[config.mk]
export PLATFORM = sky130hd
export DESIGN_NAME = attr_colour_pipe_flat
export DESIGN_NICKNAME = d
export VERILOG_FILES = /design/src/rtl/vga_text_pkg.sv /design/src/rtl/attr_colour_pipe_if.sv /design/src/rtl/attr_palette_regfile.sv /design/src/rtl/attr_colour_pipe.sv /design/src/flat_wrapper.sv
export SDC_FILE = /design/constraint.sdc
export NUM_CORES = 1
export LEC_CHECK = 0
export CAP_MARGIN = 20
export CORE_ASPECT_RATIO = 0.75
export CORE_MARGIN = 5
export CORE_UTILIZATION = 37
export DETAILED_ROUTE_END_ITERATION = 12
export SLEW_MARGIN = 20
export SYNTH_ARGS = -nofsm -noshare
export SYNTH_HDL_FRONTEND = slang
export SYNTH_SLANG_ARGS = --single-unit
[constraint.sdc]
create_clock -name i_clk -period 2.1 [get_ports i_clk]
set_input_delay 0.315 -clock i_clk [delete_from_list [all_inputs] [get_ports i_clk]]
set_output_delay 0.315 -clock i_clk [all_outputs]
set_load 0.01 [all_outputs]
[src/rtl/vga_text_pkg.sv]
// Shared constants for the VGA text attribute path: attribute field positions,
// palette geometry and the CGA default colour table (16-bit, index 0 first).
package vga_text_pkg;

  localparam int unsigned ATTR_W    = 8;
  localparam int unsigned PAL_DEPTH = 16;
  localparam int unsigned PAL_AW    = 4;
  localparam int unsigned CGA_W     = 16;

  localparam int unsigned FG_LSB    = 0;
  localparam int unsigned FG_MSB    = 3;
  localparam int unsigned BG_LSB    = 4;
  localparam int unsigned BG_MSB    = 6;
  localparam int unsigned BLINK_BIT = 7;

  // Packed so that CGA_DEFAULT_PAL[i] is entry i; listed here from index F down to 0.
  localparam logic [PAL_DEPTH-1:0][CGA_W-1:0] CGA_DEFAULT_PAL = {
    16'hFFFF, 16'hFFEA, 16'hFABF, 16'hFAAA,
    16'h57FF, 16'h57EA, 16'h52BF, 16'h52AA,
    16'hAD55, 16'hAAA0, 16'hA815, 16'hA800,
    16'h0555, 16'h0540, 16'h0015, 16'h0000
  };

endpackage

[src/rtl/attr_colour_pipe_if.sv]
// Pixel/attribute and palette-write bundle for attr_colour_pipe.
// master: fetch stage / CPU side (drives i_*), slave: the colour pipe (drives o_*).
interface attr_colour_pipe_if #(
  parameter int unsigned COLOR_W = 16
);
  import vga_text_pkg::*;

  logic                i_valid;
  logic [ATTR_W-1:0]   i_attr;
  logic                i_pixel_on;
  logic                i_cursor;
  logic                i_frame_tick;
  logic                i_blink_en;
  logic                i_pal_we;
  logic [PAL_AW-1:0]   i_pal_addr;
  logic [COLOR_W-1:0]  i_pal_wdata;
  logic                o_valid;
  logic [COLOR_W-1:0]  o_rgb;
  logic                o_blink_phase;

  modport master (
    output i_valid, i_attr, i_pixel_on, i_cursor, i_frame_tick, i_blink_en,
           i_pal_we, i_pal_addr, i_pal_wdata,
    input  o_valid, o_rgb, o_blink_phase
  );

  modport slave (
    input  i_valid, i_attr, i_pixel_on, i_cursor, i_frame_tick, i_blink_en,
           i_pal_we, i_pal_addr, i_pal_wdata,
    output o_valid, o_rgb, o_blink_phase
  );

endinterface

[src/rtl/attr_palette_regfile.sv]
// 16 x COLOR_W palette: one synchronous write port, two asynchronous read ports,
// async reset to the CGA defaults left-aligned in COLOR_W.
// Ports: clk, rst_n, we/waddr/wdata (write), rd_a_addr/rd_a_data, rd_b_addr/rd_b_data.
module attr_palette_regfile
  import vga_text_pkg::*;
#(
  parameter int unsigned COLOR_W = 16
) (
  input  logic               clk,
  input  logic               rst_n,
  input  logic               we,
  input  logic [PAL_AW-1:0]  waddr,
  input  logic [COLOR_W-1:0] wdata,
  input  logic [PAL_AW-1:0]  rd_a_addr,
  output logic [COLOR_W-1:0] rd_a_data,
  input  logic [PAL_AW-1:0]  rd_b_addr,
  output logic [COLOR_W-1:0] rd_b_data
);

  logic [PAL_DEPTH-1:0][COLOR_W-1:0] pal_q, pal_d;

  function automatic logic [COLOR_W-1:0] default_entry(input logic [PAL_AW-1:0] idx);
    return COLOR_W'(CGA_DEFAULT_PAL[idx]) << (COLOR_W - CGA_W);
  endfunction

  // Write port
  always_comb begin
    pal_d = pal_q;
    if (we) pal_d[waddr] = wdata;
  end

  always_ff @(posedge clk or negedge rst_n) begin
    if (!rst_n) begin
      for (int i = 0; i < int'(PAL_DEPTH); i++) pal_q[i] <= default_entry(PAL_AW'(i));
    end else begin
      pal_q <= pal_d;
    end
  end

  // Reads see the registered contents, so a same-edge write is not visible yet.
  assign rd_a_data = pal_q[rd_a_addr];
  assign rd_b_data = pal_q[rd_b_addr];

endmodule

[src/rtl/attr_colour_pipe.sv]
// Text-mode attribute decoder: palette lookup, blink timing, bright background and
// cursor inversion in a 2-stage valid pipeline (latency 2, 1 pixel/cycle).
// Ports: i_clk, i_rst_n (async active-low), bus (attr_colour_pipe_if.slave):
//   pixel in (i_valid/i_attr/i_pixel_on/i_cursor), i_frame_tick, i_blink_en,
//   palette write (i_pal_we/i_pal_addr/i_pal_wdata), o_valid/o_rgb/o_blink_phase.
module attr_colour_pipe
  import vga_text_pkg::*;
#(
  parameter int unsigned COLOR_W      = 16,
  parameter int unsigned BLINK_FRAMES = 16
) (
  input  logic               i_clk,
  input  logic               i_rst_n,
  attr_colour_pipe_if.slave  bus
);

  localparam int unsigned CNT_W = (BLINK_FRAMES > 1) ? $clog2(BLINK_FRAMES) : 1;
  localparam logic [CNT_W-1:0] CNT_LAST = CNT_W'(BLINK_FRAMES - 1);

  logic [CNT_W-1:0]   cnt_q, cnt_d;
  logic               phase_q, phase_d;
  logic               v1_q, v1_d, v2_q, v2_d;
  logic [COLOR_W-1:0] fg_q, fg_d, bg_q, bg_d, rgb_q, rgb_d;
  logic               pon_q, pon_d, hide_q, hide_d, inv_q, inv_d;

  logic [PAL_AW-1:0]  fg_idx_c, bg_idx_c;
  logic [COLOR_W-1:0] fg_col_c, bg_col_c;
  logic               sel_fg_c;

  // With blink disabled, attr[7] becomes the background intensity bit.
  assign fg_idx_c = bus.i_attr[FG_MSB:FG_LSB];
  assign bg_idx_c = {bus.i_attr[BLINK_BIT] & ~bus.i_blink_en, bus.i_attr[BG_MSB:BG_LSB]};

  attr_palette_regfile #(.COLOR_W(COLOR_W)) u_pal (
    .clk       (i_clk),
    .rst_n     (i_rst_n),
    .we        (bus.i_pal_we),
    .waddr     (bus.i_pal_addr),
    .wdata     (bus.i_pal_wdata),
    .rd_a_addr (fg_idx_c),
    .rd_a_data (fg_col_c),
    .rd_b_addr (bg_idx_c),
    .rd_b_data (bg_col_c)
  );

  // Cursor flips the fg/bg choice during the visible blink phase.
  assign sel_fg_c = (pon_q & ~hide_q) ^ inv_q;

  // Next-state: blink timer, stage 1 capture, stage 2 colour select.
  always_comb begin
    cnt_d   = cnt_q;
    phase_d = phase_q;
    v1_d    = bus.i_valid;
    fg_d    = fg_q;
    bg_d    = bg_q;
    pon_d   = pon_q;
    hide_d  = hide_q;
    inv_d   = inv_q;
    v2_d    = v1_q;
    rgb_d   = rgb_q;

    if (bus.i_frame_tick) begin
      if (cnt_q == CNT_LAST) begin
        cnt_d   = '0;
        phase_d = ~phase_q;
      end else begin
        cnt_d = cnt_q + CNT_W'(1);
      end
    end

    if (bus.i_valid) begin
      fg_d   = fg_col_c;
      bg_d   = bg_col_c;
      pon_d  = bus.i_pixel_on;
      hide_d = bus.i_attr[BLINK_BIT] & bus.i_blink_en & phase_q;
      inv_d  = bus.i_cursor & phase_q;
    end

    if (v1_q) rgb_d = sel_fg_c ? fg_q : bg_q;
  end

  always_ff @(posedge i_clk or negedge i_rst_n) begin
    if (!i_rst_n) begin
      cnt_q   <= '0;
      phase_q <= 1'b0;
      v1_q    <= 1'b0;
      fg_q    <= '0;
      bg_q    <= '0;
      pon_q   <= 1'b0;
      hide_q  <= 1'b0;
      inv_q   <= 1'b0;
      v2_q    <= 1'b0;
      rgb_q   <= '0;
    end else begin
      cnt_q   <= cnt_d;
      phase_q <= phase_d;
      v1_q    <= v1_d;
      fg_q    <= fg_d;
      bg_q    <= bg_d;
      pon_q   <= pon_d;
      hide_q  <= hide_d;
      inv_q   <= inv_d;
      v2_q    <= v2_d;
      rgb_q   <= rgb_d;
    end
  end

  assign bus.o_valid       = v2_q;
  assign bus.o_rgb         = rgb_q;
  assign bus.o_blink_phase = phase_q;

endmodule

[src/flat_wrapper.sv]
// flat-port wrapper written by rule: the top's interface ports become plain ports
module attr_colour_pipe_flat import vga_text_pkg::*;
#(
  parameter int unsigned COLOR_W      = 16,
  parameter int unsigned BLINK_FRAMES = 16
)
  (i_clk, i_rst_n, bus_i_valid, bus_i_attr, bus_i_pixel_on, bus_i_cursor, bus_i_frame_tick, bus_i_blink_en, bus_i_pal_we, bus_i_pal_addr, bus_i_pal_wdata, bus_o_valid, bus_o_rgb, bus_o_blink_phase);
  attr_colour_pipe_if #(.COLOR_W(COLOR_W)) bus_i ();
  input  logic i_clk;
  input  logic i_rst_n;
  input wire logic [$bits(bus_i.i_valid)-1:0] bus_i_valid;
  input wire logic [$bits(bus_i.i_attr)-1:0] bus_i_attr;
  input wire logic [$bits(bus_i.i_pixel_on)-1:0] bus_i_pixel_on;
  input wire logic [$bits(bus_i.i_cursor)-1:0] bus_i_cursor;
  input wire logic [$bits(bus_i.i_frame_tick)-1:0] bus_i_frame_tick;
  input wire logic [$bits(bus_i.i_blink_en)-1:0] bus_i_blink_en;
  input wire logic [$bits(bus_i.i_pal_we)-1:0] bus_i_pal_we;
  input wire logic [$bits(bus_i.i_pal_addr)-1:0] bus_i_pal_addr;
  input wire logic [$bits(bus_i.i_pal_wdata)-1:0] bus_i_pal_wdata;
  output wire logic [$bits(bus_i.o_valid)-1:0] bus_o_valid;
  output wire logic [$bits(bus_i.o_rgb)-1:0] bus_o_rgb;
  output wire logic [$bits(bus_i.o_blink_phase)-1:0] bus_o_blink_phase;
  assign bus_i.i_valid = bus_i_valid;
  assign bus_i.i_attr = bus_i_attr;
  assign bus_i.i_pixel_on = bus_i_pixel_on;
  assign bus_i.i_cursor = bus_i_cursor;
  assign bus_i.i_frame_tick = bus_i_frame_tick;
  assign bus_i.i_blink_en = bus_i_blink_en;
  assign bus_i.i_pal_we = bus_i_pal_we;
  assign bus_i.i_pal_addr = bus_i_pal_addr;
  assign bus_i.i_pal_wdata = bus_i_pal_wdata;
  assign bus_o_valid = bus_i.o_valid;
  assign bus_o_rgb = bus_i.o_rgb;
  assign bus_o_blink_phase = bus_i.o_blink_phase;
  attr_colour_pipe #(.COLOR_W(COLOR_W), .BLINK_FRAMES(BLINK_FRAMES)) u_core (.i_clk(i_clk), .i_rst_n(i_rst_n), .bus(bus_i));
endmodule
==> run metrics <==
status finished clean; die area about 48000 um2; Distinct cells, synth 40; DP Worst Slack -0.1297 ns; Power Density just over 1000 nW/um2; Clock Skews 0.01451 ns; core area 43110 um2; CP Class reg -> reg; post-synthesis sequential area ratio 0.4991; CTS tree done; number of global-route vias before repair approximately 11000; Placer Congestion between 0.8 and 0.9; CP max FO 10; Area Overhead vs Synth 18.01%; Via density between 5 and 6; Worst EP arrival 2.26 ns; clock slew at reported path FFs around 0.060 ns; EDFF count, synth 0; asr flop ratio synth 1.000; Leak between 7 and 8 nW; Syn Nets 1114; DR WL/cell 27.03 um; Syn Inst Count between 1000 and 1500; cell taking the most area after synthesis dfrtp_1; Top delay family on crit path XOR/XNOR gates; Seq cells post-synth about 310; layout cells sized above 1 0.5496; cts bufs inserted 34; Critical Path, Cell by Cell nor2b_1, xnor2_4, buf_12, mux2i_1, a21oi_1; Post-Route Setup TNS 0 ns; highest-delay cell along the critical path xnor2_4; crit path time final ~1.9 ns; Final HPWL DP a little over 30 mm; routed vias about 10000; initial antenna violation count 1; top-area cell type share of the netlist area 0.2898; Slew headroom 0.5416; PostCTS Resize Cnt 0; RSZ-0062 raised after global routing no; slew of the pin with the lowest slew margin between 0.6 and 0.7 ns; Buf/Inv on CP 1; Layout Nets roughly 1200; Die Span X around 250 um; max cap viols 0; DRC viols 0; top cell types by occurrence after synthesis mux2_2 (244), dfrtp_1 (186), dfstp_2 (128); Final Util 0.4397; Levels on crit path 5; final setup vio count 0; crit-path max cell delay about 0.46 ns; Setup crit start kind flip-flop; Fin. Hold Viols 0; Max Transition Viols Final 0; DRT Wirelength ~47 mm; clock root cell clkbuf_16; Syn Area/Cell ~15 um2; Starting Density 0.3726; Clock Sinks between 300 and 400; ant diodes 0; die span in y 190.4 um; Synth area leaders dfrtp_1 (29%), dfstp_2 (21%), mux2_2 (17%), mux4_2 (13%), mux2i_1 (6.0%); Antenna Violating Nets Remaining 0; total gr overflow 0; Finished Layout Cells 1757; # rows 66; initial drt markers roughly 840; hold crit path type in -> reg; Max Root-Sink Buffers 3; worst setup margin 0.2311 ns; fmax between 500 and 600 MHz; Pre-Repair DR Iteration Count 7; worst endpoint required time approximately 2.5 ns; Hold Crit Depth 2; largest net degree at the start of global routing between 60 and 70; Worst Setup End Kind flip-flop; final worst path period share 0.8899; H-tree levels 2; synthesized area between 15000 and 20000 um2; Reg2Reg Depth 5; ys flop type dfrtp_1; first-pass GRT wire length roughly 72 mm; Post-Place Cells ~1700; I/O Pins between 50 and 60; Max VDD drop around 0.66 mV; Syn. warnings 0; IO Port Bufs 53; clock latency at the later pin of the worst-skew pair around 0.53 ns; GRT Resource Usage Total 0.1998; most numerous cell in the Yosys netlist mux2_2
placed cells by master, fill, tap and decap left out, types with 7 or more instances in the layout:
master / instances
clkbuf_16: 35
mux2_2: 244
mux2i_1: 96
nor2_2: 9
clkdlybuf4s50_1: 46
dfstp_2: 128
clkbuf_8: 11
buf_4: 50
o22ai_1: 32
a32oi_1: 16
mux2_1: 10
buf_12: 34
o21ai_0: 20
a21oi_1: 33
mux2_4: 20
mux4_2: 96
a22oi_1: 32
clkbuf_1: 7
nor2_1: 19
dfrtp_1: 186
final timing paths:
path	endpoint	startpoint	slack (ns)
worst max register to register	u_core.bus.o_rgb[8]	u_core.pon_q	0.23
min in group asynchronous	u_core.bg_q[7]	i_rst_n	0.29
worst min register to register	u_core.pon_q	u_core.pon_q	0.50
max in group asynchronous	u_core.u_pal.pal_q[58]	i_rst_n	1.07
worst min-delay path	u_core.v1_q	bus_i_valid	0.19
worst max-delay path	u_core.bus.o_rgb[8]	u_core.pon_q	0.23
state kept, by name (all words and copies together) (netlist names):
signal and flops:
u_core.bg_q 16, u_core.bus.o_blink_phase 1, u_core.bus.o_rgb 16, u_core.bus.o_valid 1
u_core.cnt_q 4, u_core.fg_q 16, u_core.hide_q 1, u_core.inv_q 1
u_core.pon_q 1, u_core.u_pal.pal_q 256, u_core.v1_q 1
kinds of logic (layout without fill, tap and decap cells):
kind of cell    Yosys count  after routing  synth area share
buf+inv                  98            200           0.03240
fa+ha+maj                 1              1         0.0007788
simple gates             61             61           0.02142
flops                   314            314            0.4991
mux                     466            466            0.3912
compound gates          134            134           0.05297
xor+xnor                  3              3          0.002104
layer usage:
layer / vias to the layer above / share of wire / track usage
met5: - / 0.00027 / 0
met4: 2 / 0.021 / 0.04763
met3: 68 / 0.068 / 0.03859
met2: 345 / 0.45 / 0.3057
met1: 5421 / 0.46 / 0.2959
li1: 4309 / - / -
cell type report:
cell class                 instances  area, um2
tap                              578      723.2
clock buffer                      53       1054
timing repair buffer             135       1556
sequential                       314       8018
clock inverter                     8      46.29
multi-input combinational        665       7543
inverter                           4      15.01
fill                            3903      24150
through the flow:
step	cell area (um2)	hold WS (ns)	power, mW
2_1_floorplan	16060	0.01941	11.81
3_3_place_gp	17850	0.2708	13.40
3_5_place_dp	17850	0.2680	13.52
4_1_cts	18960	0.1591	19.58
5_1_grt	18960	0.1634	20.37
6_report	18960	0.1873	19.44
power breakdown:
part | switching (mW) | internal (mW) | total, mW
Combinational | 1.74 | 2.65 | 4.38
Sequential | 1.15 | 7.92 | 9.07
Clock | 2.53 | 3.46 | 5.98
repair_timing:
| item | CTS | global route |
|---|---|---|
| buffers inserted | 0 | 0 |
| hold endpoints to repair | 27 | 0 |
| hold buffers | 1 | 0 |
No activity file was read; power rests on OpenSTA's default activity.
